$ cat config.mk
export PLATFORM = sky130hd
export DESIGN_NAME = gb_alu_seq
export DESIGN_NICKNAME = d
export VERILOG_FILES = /design/src/rtl/gb_alu_seq.sv
export SDC_FILE = /design/constraint.sdc
export NUM_CORES = 1
export LEC_CHECK = 0
export BUFFER_PORTS_ARGS = -buffer_cell sky130_fd_sc_hd__buf_4
export CAP_MARGIN = 25
export CORE_AREA = 2 2 118 120
export DETAILED_ROUTE_END_ITERATION = 12
export DIE_AREA = 0 0 120 122
export PLACE_DENSITY = 0.65
export SYNTH_ARGS = -nofsm -noshare
export SYNTH_HDL_FRONTEND = slang
export SYNTH_SLANG_ARGS = --single-unit
$ cat constraint.sdc
create_clock -name clk -period 4.4 [get_ports clk]
set_clock_uncertainty 0.15 [all_clocks]
set_input_delay 0.44 -clock clk [delete_from_list [all_inputs] [get_ports clk]]
set_output_delay 0.44 -clock clk [all_outputs]
set_load 0.03 [all_outputs]
$ cat src/rtl/gb_alu_seq.sv
// Handshaked Game Boy ALU: single-pass 8-bit ops with Z/N/H/C flags and a
// two-pass 16-bit ADD (low byte, then high byte plus stored carry).
module gb_alu_seq #(
    parameter int DATA_WIDTH   = 8,
    parameter int OPCODE_WIDTH = 4
) (
    input  logic                      clk,
    input  logic                      rst_n,
    input  logic                      in_valid,
    output logic                      in_ready,
    input  logic [OPCODE_WIDTH-1:0]   opcode,
    input  logic [2*DATA_WIDTH-1:0]   operand_A,
    input  logic [2*DATA_WIDTH-1:0]   operand_B,
    input  logic [3:0]                flags_in,
    output logic                      out_valid,
    input  logic                      out_ready,
    output logic [2*DATA_WIDTH-1:0]   result,
    output logic [3:0]                flags_out
);
    localparam int W = DATA_WIDTH;

    localparam logic [OPCODE_WIDTH-1:0] OP_ADD   = 'h0;
    localparam logic [OPCODE_WIDTH-1:0] OP_ADC   = 'h1;
    localparam logic [OPCODE_WIDTH-1:0] OP_SUB   = 'h2;
    localparam logic [OPCODE_WIDTH-1:0] OP_SBC   = 'h3;
    localparam logic [OPCODE_WIDTH-1:0] OP_AND   = 'h4;
    localparam logic [OPCODE_WIDTH-1:0] OP_XOR   = 'h5;
    localparam logic [OPCODE_WIDTH-1:0] OP_OR    = 'h6;
    localparam logic [OPCODE_WIDTH-1:0] OP_CP    = 'h7;
    localparam logic [OPCODE_WIDTH-1:0] OP_INC   = 'h8;
    localparam logic [OPCODE_WIDTH-1:0] OP_DEC   = 'h9;
    localparam logic [OPCODE_WIDTH-1:0] OP_ADD16 = 'hA;

    typedef enum logic [1:0] {IDLE, EXEC_LO, EXEC_HI, DONE} state_t;

    state_t           state, state_nxt;
    logic             alive;
    logic             accept;
    logic [2*W-1:0]   a_q, b_q;
    logic             z_q, carry_q;
    logic [2*W-1:0]   result_q;
    logic [3:0]       flags_q;

    logic [W-1:0]     a_n, b_n, nar_res;
    logic [3:0]       nar_flags;
    logic             use_c;
    logic [W:0]       wide;
    logic [4:0]       nib;
    logic [W:0]       lo_sum, hi_sum;
    logic [4:0]       hi_nib;

    assign accept = in_valid & in_ready;

    // alive keeps in_ready low until the first edge after reset release.
    // NOTE: sequential state uses non-blocking assignments so every register
    // samples pre-edge values regardless of process ordering.
    always_ff @(posedge clk or negedge rst_n) begin
        if (!rst_n) begin
            state <= IDLE;
            alive <= 1'b0;
        end else begin
            state <= state_nxt;
            alive <= 1'b1;
        end
    end

    // NOTE: every combinational output gets a default first, so no path
    // through the case can leave a signal unassigned and infer a latch.
    always_comb begin
        state_nxt = state;
        case (state)
            IDLE:    if (accept) state_nxt = (opcode == OP_ADD16) ? EXEC_LO : DONE;
            EXEC_LO: state_nxt = EXEC_HI;
            EXEC_HI: state_nxt = DONE;
            DONE:    if (out_ready) state_nxt = IDLE;
            default: state_nxt = IDLE;
        endcase
    end

    always_comb begin
        in_ready  = alive && (state == IDLE);
        out_valid = (state == DONE);
    end

    // Single-pass datapath, evaluated on the live inputs at the accept edge.
    always_comb begin
        a_n       = operand_A[W-1:0];
        b_n       = operand_B[W-1:0];
        use_c     = ((opcode == OP_ADC) || (opcode == OP_SBC)) ? flags_in[0] : 1'b0;
        wide      = '0;
        nib       = '0;
        nar_res   = a_n;
        nar_flags = flags_in;
        case (opcode)
            OP_ADD, OP_ADC: begin
                wide      = {1'b0, a_n} + {1'b0, b_n} + {{W{1'b0}}, use_c};
                nib       = {1'b0, a_n[3:0]} + {1'b0, b_n[3:0]} + {4'b0, use_c};
                nar_res   = wide[W-1:0];
                nar_flags = {nar_res == '0, 1'b0, nib[4], wide[W]};
            end
            OP_SUB, OP_SBC, OP_CP: begin
                wide      = {1'b0, a_n} - {1'b0, b_n} - {{W{1'b0}}, use_c};
                nib       = {1'b0, a_n[3:0]} - {1'b0, b_n[3:0]} - {4'b0, use_c};
                nar_res   = (opcode == OP_CP) ? a_n : wide[W-1:0];
                nar_flags = {wide[W-1:0] == '0, 1'b1, nib[4], wide[W]};
            end
            OP_AND: begin
                nar_res   = a_n & b_n;
                nar_flags = {nar_res == '0, 1'b0, 1'b1, 1'b0};
            end
            OP_XOR: begin
                nar_res   = a_n ^ b_n;
                nar_flags = {nar_res == '0, 1'b0, 1'b0, 1'b0};
            end
            OP_OR: begin
                nar_res   = a_n | b_n;
                nar_flags = {nar_res == '0, 1'b0, 1'b0, 1'b0};
            end
            OP_INC: begin
                wide      = {1'b0, a_n} + (W+1)'(1);
                nib       = {1'b0, a_n[3:0]} + 5'd1;
                nar_res   = wide[W-1:0];
                nar_flags = {nar_res == '0, 1'b0, nib[4], flags_in[0]};
            end
            OP_DEC: begin
                wide      = {1'b0, a_n} - (W+1)'(1);
                nib       = {1'b0, a_n[3:0]} - 5'd1;
                nar_res   = wide[W-1:0];
                nar_flags = {nar_res == '0, 1'b1, nib[4], flags_in[0]};
            end
            default: begin
                nar_res   = a_n;
                nar_flags = flags_in;
            end
        endcase
    end

    // Two-pass 16-bit add works only on the captured operands.
    assign lo_sum = {1'b0, a_q[W-1:0]} + {1'b0, b_q[W-1:0]};
    assign hi_sum = {1'b0, a_q[2*W-1:W]} + {1'b0, b_q[2*W-1:W]} + {{W{1'b0}}, carry_q};
    assign hi_nib = {1'b0, a_q[W+3:W]} + {1'b0, b_q[W+3:W]} + {4'b0, carry_q};

    always_ff @(posedge clk or negedge rst_n) begin
        if (!rst_n) begin
            a_q      <= '0;
            b_q      <= '0;
            z_q      <= 1'b0;
            carry_q  <= 1'b0;
            result_q <= '0;
            flags_q  <= '0;
        end else begin
            case (state)
                IDLE: if (accept) begin
                    a_q <= operand_A;
                    b_q <= operand_B;
                    z_q <= flags_in[3];
                    if (opcode != OP_ADD16) begin
                        result_q <= {{W{1'b0}}, nar_res};
                        flags_q  <= nar_flags;
                    end
                end
                EXEC_LO: begin
                    result_q <= {{W{1'b0}}, lo_sum[W-1:0]};
                    carry_q  <= lo_sum[W];
                end
                EXEC_HI: begin
                    result_q[2*W-1:W] <= hi_sum[W-1:0];
                    flags_q           <= {z_q, 1'b0, hi_nib[4], hi_sum[W]};
                end
                default: ;
            endcase
        end
    end

    assign result    = result_q;
    assign flags_out = flags_q;

endmodule

==> impl_metrics.ini, run 1 <==
[status]
status = finished, final reports clean

[route]
drt_iter0_markers = 291
wirelength_um = 15800
dr.pass1.iters = 5
vias = 4692
routed_via_density = 5.54
antenna_left = 0
drc = 0
routedWlPerCell_um = 18.6

[timing]
hold_viol = 0
timing.hold.ws_ns = 0.0247
worst-slew-pin-transition_ns = 0.737
drv_slew = 0
min_period_ns = 3.21
rsz0062_at_grt = false
fin_crit_sh_pct = 73.0
fmax_ghz = 0.311
tns_ns = 0
finalSetupViolCount = 0
relSlewSlack_pct = 50.5

[clock_tree]
cts_buffer_depth = 2
cts_hold_buf = 0
cts_sinks = 57
cts_tree = built
clock_latency_ns = 0.33
numCtsBuffers = 9
cts.clk_slew.worst_paths_ns = 0.06
h-tree-depth = 3
cts_root_buffer = clkbuf_16
cts_resized = 0
post_cts.repair.setup_buffers = 0

[yosys]
synth_cell_types = 69
yosysTopAreaCell = dfrtp_1
synth_ff_type = dfrtp_1
seq_area_frac_synth_pct = 28.0
synth_area_leaders = dfrtp_1 28%, ha_1 14%, nand2_1 7.4%, o21ai_0 4.1%, xnor2_1 4.0%
synthesis.nets = 718
ys_warn_count = 0
synth_seq_cells = 57
synth_top_area_share_pct = 28.0
avgSynthCellArea_sq_um = 8.34
synth_edf_count = 0
synth_area_sq_mm = 0.00509
syn_inst = 610
async_reset_ff_share_pct = 100

[critical_path]
cp-end-kind = register
cpMaxStageDelayCell = inv_1
path_class = in2reg
required_ns = 4.47
crit_fanout = 17
critPathMaxStageDelay_ns = 0.31
crit_buf_inv = 2
arrival_ns = 3.28
start_kind = primary input
crit_chain = buf_4, nor2b_1, nand3b_1, inv_1, ha_1, a21o_1, a21o_1, a21oi_1, ha_1, nand2b_1, a21oi_1, o32ai_1, o21ai_0, mux2_2
crit_family = compound AO/OA/AOI/OAI gates

[layout]
multi_input_area_sq_mm = 0.00336
diodes = 0
nFillCells = 1347
drive_gt1_share_pct = 15.9
seq_area_sq_mm = 0.00143
design_area_sq_mm = 0.00596
nets = 770
area_delta_synth_final_pct = 17.0

[global_route]
grt_pass1_wl_um = 24900
grt_max_degree = 58
grt_pass1_vias = 4679
antenna_found_initial = 0
grt.total_usage_pct = 22.0
globalRouteOverflowTotal = 0

[placed_design]
place_area_sq_mm = 0.00567
port_buffers = 65
globalplace.congestion = 0.947
hpwl_um = 12300

[floorplan]
io_pins = 66
start_util_pct = 37.7
fp.coreArea_sq_mm = 0.0135
die_height_um = 122
chipWidth_um = 120
rows = 43
die_area_sq_mm = 0.0146

[power_and_ir_drop]
power.leakage_nw = 2.81
cellPowerDensity_mw_per_mm2 = 594
peakVddDrop_v = 0.000212

[hold_path]
min_path_type = in2async

[flow_run]
maxCapViolations = 0
-- flip-flops by register name, summed over array words and instances, names as in the netlist --
name and cells:
b_q 16, a_q 16, state 2, result 16, flags_out 4, carry_q 1, z_q 1, alive 1
-- layer usage --
layer / wire length, um / GRT usage, % / vias to the layer above
li1: - / - / 2249
met1: 7070 / 28.4 / 2251
met2: 7390 / 36.1 / 156
met3: 733 / 3.60 / 36
met4: 596 / 10.1 / 0
met5: 0 / 0 / -
-- worst paths after layout --
kind,cells past startpoint,slack (ns),from,endpoint
worst max-delay path,14,1.19,opcode[0],flags_out[1]
worst min-delay path,1,0.02,rst_n,b_q[4]
worst max register to register,9,1.54,state[0],result[7]
worst min register to register,2,0.33,b_q[11],b_q[11]
max in group asynchronous,1,3.60,rst_n,flags_out[0]
min in group clk,3,0.15,operand_A[15],a_q[15]
-- power by group --
| group | leakage [nW] | total, W | internal (W) | switching (W) |
|---|---|---|---|---|
| clock network | 0.138 | 0.000652 | 0.000396 | 0.000256 |
| registers | 0.707 | 0.000928 | 0.000777 | 0.000150 |
| logic | 1.97 | 0.00196 | 0.000797 | 0.00116 |
| total | 2.81 | 0.00354 | 0.00197 | 0.00157 |
-- cell usage in the layout (no fill, tap or decap), drive strengths merged, types with 7 or more instances in the layout --
cell type,n
nand2,102
buf,68
ha,57
dfrtp,57
o21ai,47
inv,41
a21oi,35
nor2,33
xnor2,24
nor3,16
a21o,12
nand3,12
clkbuf,10
nor2b,9
o21a,9
and3,8
nand2b,7
xor2,7
o31ai,7
fa,7
o22ai,7
-- synthesized netlist by cell type (7+ instances only) --
library cell and number:
nand2_1 101, dfrtp_1 57, ha_1 57, o21ai_0 42, inv_1 41, a21oi_1 33, nor2_1 32, xnor2_1 23
nor3_1 16, a21o_1 12, buf_2 12, nand3_1 12, nor2b_1 9, o21a_1 9, clkbuf_1 7, fa_1 7
nand2b_1 7, o31ai_1 7, xor2_1 7
-- stage by stage --
step | worst slack [ns] | total power [W] | cells | util, %
6_report | 1.19 | 0.00354 | 847 | 44.1
5_1_grt | 1.03 | 0.00383 | 847 | 44.1
4_1_cts | 1.27 | 0.00356 | 847 | 44.1
3_5_place_dp | 0.929 | 0.00289 | 831 | 42.0
3_3_place_gp | 1.03 | 0.00284 | 831 | 42.0
2_1_floorplan | 1.24 | 0.00232 | 610 | -
-- logic make-up after synthesis --
kind of cell	share of synthesized area [%]
AO/OA/AOI/OAI	20.3
XOR/XNOR	5.48
adder cells (fa/ha/maj)	16.8
buffers and inverters	6.02
flip-flops	28.0
multiplexers	2.11
other	0.0737
AND/OR/NAND/NOR	21.3
-- area by class of cell --
cell class                 instances  area share, %
multi-input combinational        485           56.4
sequential                        57           23.9
timing repair buffer              68           8.57
clock buffer                      10           4.01
tap                              180           3.78
inverter                          41           2.58
clock inverter                     6          0.735
(Power assumes the default switching activity.)
==> run 2: changes to the inputs <==
clock period = 3.25 ns   (was 4.4 ns; I/O delays follow)
==> run 2 against run 1 <==
Compared with the run above: final area rose by 3.2%; register-to-register slack got worse by 1.2 ns; highest routed layer unchanged; clock power rose by 48%; sequential power rose by 37%; hold slack improved by 0.012 ns; final cell count rose by 2.6%; via count rose by 2.1%; flip-flop and latch count did not move; core utilization rose by 1.4 points; global-route usage rose by 0.44 points; worst setup slack got worse by 0.86 ns; clock-buffer cell count did not move.
==> impl_metrics.ini, run 2 (same netlist as run 1, synthesis figures left out) <==
[route]
drc = 0
routed_via_density = 5.51
dr.pass1.iters = 5
vias = 4789
antenna_left = 0
routedWlPerCell_um = 18.6
drt_iter0_markers = 408
wirelength_um = 16100

[critical_path]
arrival_ns = 2.96
path_class = reg2reg
reg2regPathDepth = 10
r2r_start = state[1]
rrSetupSlack_ns = 0.33
cp-end-kind = register
crit_fanout = 9
worstReg2RegEnd = result[7]
start_kind = register
required_ns = 3.29

[global_route]
grt_max_degree = 58
grt.total_usage_pct = 22.4
grt_pass1_wl_um = 25400
grt_pass1_vias = 4665
antenna_found_initial = 0
globalRouteOverflowTotal = 0

[floorplan]
rows = 43
fp.coreArea_sq_mm = 0.0135
die_area_sq_mm = 0.0146
io_pins = 66
start_util_pct = 37.7
chipWidth_um = 120
die_height_um = 122

[timing]
fmax_ghz = 0.343
worst-slew-pin-transition_ns = 0.755
min_period_ns = 2.92
drv_slew = 0
hold_viol = 0
fin_crit_sh_pct = 89.8
finalSetupViolCount = 0
setup_ws_ns = 0.332
relSlewSlack_pct = 49.7
rsz0062_at_grt = false
tns_ns = 0

[clock_tree]
cts_resized = 0
h-tree-depth = 3
post_cts.repair.setup_buffers = 0
cts.clk_slew.worst_paths_ns = 0.06
cts_sinks = 57
numCtsBuffers = 9
cts_buffer_depth = 2
cts_root_buffer = clkbuf_16
cts_tree = built
clock_latency_ns = 0.33

[placed_design]
hpwl_um = 12800
globalplace.congestion = 0.967
pre_cts_ws_ns = 0.0957
port_buffers = 65
place_area_sq_mm = 0.00583

[power_and_ir_drop]
switchingPower_w = 0.00216
p_sw_share_pct = 43.8
cellPowerDensity_mw_per_mm2 = 805
p_clk_share_pct = 19.6
power_w = 0.00494
power.leakage_nw = 2.92
peakVddDrop_v = 0.000330
p_comb_share_pct = 54.7
pwr-share-seq_pct = 25.8
internal_power_w = 0.00278

[layout]
area_delta_synth_final_pct = 20.7
nets = 792
fin_util_pct = 45.5
multi_input_area_sq_mm = 0.00336
nFillCells = 1308
design_area_sq_mm = 0.00615
most-common-layout-cells = 101 x nand2_1, 89 x buf_4, 57 x ha_1, 57 x dfrtp_1, 42 x o21ai_0
drive_gt1_share_pct = 18.4
diodes = 0
seq_area_sq_mm = 0.00143
final_common_cell = nand2_1

[hold_path]
hold_path_depth = 3
min_path_type = in2reg
hold_start = operand_B[14]
hold-path-endpoint = b_q[14]

[status]
status = finished, final reports clean

[flow_run]
maxCapViolations = 0
==> run 2: cell count changes in the layout (fill, tap and decap cells not counted), sizes merged <==
cell         change
clkinv           -4
buf             +21
inv              +1
bufinv           +1
clkinvlp         +2
dlygate4sd3      +1
==> run 2: routing by layer <==
layer | GRT usage (%) | wire (um)
met4 | 6.40 | 327
met2 | 38.5 | 7690
met5 | 0 | 0
met1 | 29.8 | 7270
met3 | 2.67 | 845
==> run 2: critical path, stage by stage (launching register included) <==
cell and delay, ns:
dfrtp_1 0.37, inv_1 0.10, ha_1 0.30, a21boi_0 0.23
a21oi_2 0.38, nand2_2 0.21, nor2_1 0.29, o2111ai_1 0.15
a2111oi_0 0.38, buf_4 0.18, a311oi_1 0.03
==> run 2: layout make-up <==
type                    instances  area share, %
clock buffers                  10           3.89
multi-input cells             485           54.6
well taps                     180           3.66
clock inverters                 6           1.08
flip-flops and latches         57           23.2
repair buffers                 90           11.0
inverters                      41           2.50
==> run 2: power groups by stage <==
stage | clock network, W | registers, W | logic (W)
floorplan | 0 | 0.00141 | 0.00173
finish | 0.000968 | 0.00127 | 0.00270
global placement | 0 | 0.00127 | 0.00263
CTS | 0.000977 | 0.00127 | 0.00270
global route | 0.00101 | 0.00132 | 0.00300
detailed placement | 0 | 0.00129 | 0.00267
==> run 2: timing repair <==
action | in CTS | in global routing
endpoints found under the hold margin | 57 | 0
hold buffers | 1 | 0
setup endpoints to repair | 0 | 0
==> run 2: per-stage QoR <==
step | hold slack (ns) | cells
final | 0.0367 | 869
after global routing | 0.0414 | 869
after CTS | 0.0334 | 869
after detailed placement | 0.293 | 852
after global placement | 0.282 | 852
after floorplan | -0.121 | 610
==> run 2: worst max-delay path by stage <==
stage                          from           end  slack (ns)
after CTS                  state[1]     result[7]        0.34
after global routing       state[1]     result[7]        0.13
after detailed placement  opcode[3]     result[7]         0.1
final                      state[1]     result[7]        0.33
after floorplan           opcode[3]  flags_out[1]        0.20
after global placement    opcode[3]     result[7]        0.19
==> run 3: changes to the inputs <==
BUFFER_PORTS_ARGS = unset   (was -buffer_cell sky130_fd_sc_hd__buf_4)
CELL_PAD_IN_SITES_DETAIL_PLACEMENT = 1   (was unset)
CELL_PAD_IN_SITES_GLOBAL_PLACEMENT = 1   (was unset)
DONT_BUFFER_PORTS = 1   (was unset)
PLACE_DENSITY = 0.74   (was 0.65)
==> run 3 against run 2 <==
Compared with the run above: sequential power increased by 17%; critical path depth increased by 2; wire length increased by 12%; flip-flop and latch count unchanged; critical path type is now in2reg; via count decreased by 2.7%; first-iteration DRC count decreased by 30%; non-clock buffer count decreased by 57.
==> impl_metrics.ini, run 3 (same netlist as run 1, synthesis figures left out) <==
[timing]
hold_viol = 0
min_period_ns = 2.81
rsz0062_at_grt = false
drv_slew = 0
worst-slew-pin-transition_ns = 0.760
tns_ns = 0
relSlewSlack_pct = 49.0
finalSetupViolCount = 0
timing.hold.ws_ns = 0.0618
fmax_ghz = 0.356
fin_crit_sh_pct = 86.4

[route]
vias = 4658
met2_length_um = 8890
highest_layer = met4
dr.pass1.iters = 5
drc = 0
dr_wl_met3_um = 728
routed_via_density = 5.74
wirelength_um = 18000
wl_met1_um = 7800
antenna_left = 0
drt_iter0_markers = 287
routedWlPerCell_um = 22.2

[clock_tree]
cts_resized = 0
cts_sinks = 57
cts_buffer_depth = 2
post_cts.repair.setup_buffers = 0
cts_root_buffer = clkbuf_16
h-tree-depth = 3
cts_tree = built
numCtsBuffers = 9
cts.clk_slew.worst_paths_ns = 0.05
clock_latency_ns = 0.33

[placed_design]
globalplace.congestion = 1.01
hpwl_um = 13700
port_buffers = 0

[hold_path]
min_path_type = in2reg
hold_start = operand_A[0]
hold_path_depth = 2
hold-path-endpoint = result[0]

[global_route]
grt_pass1_vias = 4860
grt.total_usage_pct = 25.1
grt_max_degree = 58
antenna_found_initial = 0
grt_pass1_wl_um = 27800
globalRouteOverflowTotal = 0

[floorplan]
io_pins = 66
start_util_pct = 37.7
die_area_sq_mm = 0.0146
die_height_um = 122
fp.coreArea_sq_mm = 0.0135
rows = 43
chipWidth_um = 120

[layout]
final_common_cell = nand2_1
diodes = 0
nets = 735
drive_gt1_share_pct = 7.92
area_delta_synth_final_pct = 13.3
most-common-layout-cells = 101 x nand2_1, 57 x ha_1, 57 x dfrtp_1

[critical_path]
start_kind = primary input
cp-end-kind = register
path_class = in2reg
reg2regPathDepth = 10
r2r_start = state[1]
required_ns = 3.37
arrival_ns = 2.92
rrSetupSlack_ns = 0.48
worstReg2RegEnd = result[6]
startpoint = opcode[3]
crit_fanout = 25

[power_and_ir_drop]
peakVddDrop_v = 0.000309
cellPowerDensity_mw_per_mm2 = 833
power_w = 0.00480
power.leakage_nw = 2.63

[status]
status = finished, final reports clean

[flow_run]
maxCapViolations = 0
-- run 3: final cells by class --
cell class,instances,area (sq um)
clock buffer,9,225
clock inverter,6,60.1
fill,1601,7740
inverter,41,154
multi-input combinational,485,3360
sequential,57,1430
tap,180,225
timing repair buffer,33,318
-- run 3: metal layers --
| metal | up-vias | global-route usage (%) |
|---|---|---|
| met1 | 2319 | 31.9 |
| met4 | 0 | 10.1 |
| met5 | - | 0 |
| li1 | 2171 | - |
| met2 | 126 | 42.8 |
| met3 | 42 | 3.75 |
-- run 3: how the worst max path moves through the flow --
stage	to	slack, ns	cells past startpoint
6_report	result[6]	0.44	12
5_1_grt	result[6]	0.29	12
4_1_cts	result[6]	0.47	12
3_5_place_dp	result[6]	0.14	12
3_3_place_gp	result[6]	0.24	12
2_1_floorplan	flags_out[1]	0.20	13
-- run 3: where the power goes --
part / switching [W] / total, W / internal (W)
registers: 0.000434 / 0.00148 / 0.00105
clock network: 0.000327 / 0.000910 / 0.000583
logic: 0.00143 / 0.00241 / 0.000977
total: 0.00219 / 0.00480 / 0.00261
-- run 3: what timing repair did --
action,CTS,global route
setup endpoints to repair,0,0
hold buffers,21,0
hold endpoints to repair,76,0
-- run 3: worst max-delay path, cell delays in order --
cell       delay, ns
nor2_1          0.09
nand3_1         0.13
inv_1           0.09
fa_1            0.20
inv_1           0.06
fa_1            0.40
nand2b_1        0.16
a21oi_1         0.38
a2111oi_0       0.18
or3_1           0.41
o211ai_1        0.26
o221a_2         0.22
-- run 3: through the flow --
| step | setup slack (ns) | cells | util (%) | cell area, sq um |
|---|---|---|---|---|
| 3_3_place_gp | 0.242 | 775 | 38.9 | 5250 |
| 4_1_cts | 0.466 | 811 | 42.7 | 5770 |
| 2_1_floorplan | 0.204 | 610 | - | 5090 |
| 5_1_grt | 0.294 | 811 | 42.7 | 5770 |
| 6_report | 0.443 | 811 | 42.7 | 5770 |
| 3_5_place_dp | 0.137 | 775 | 38.9 | 5250 |
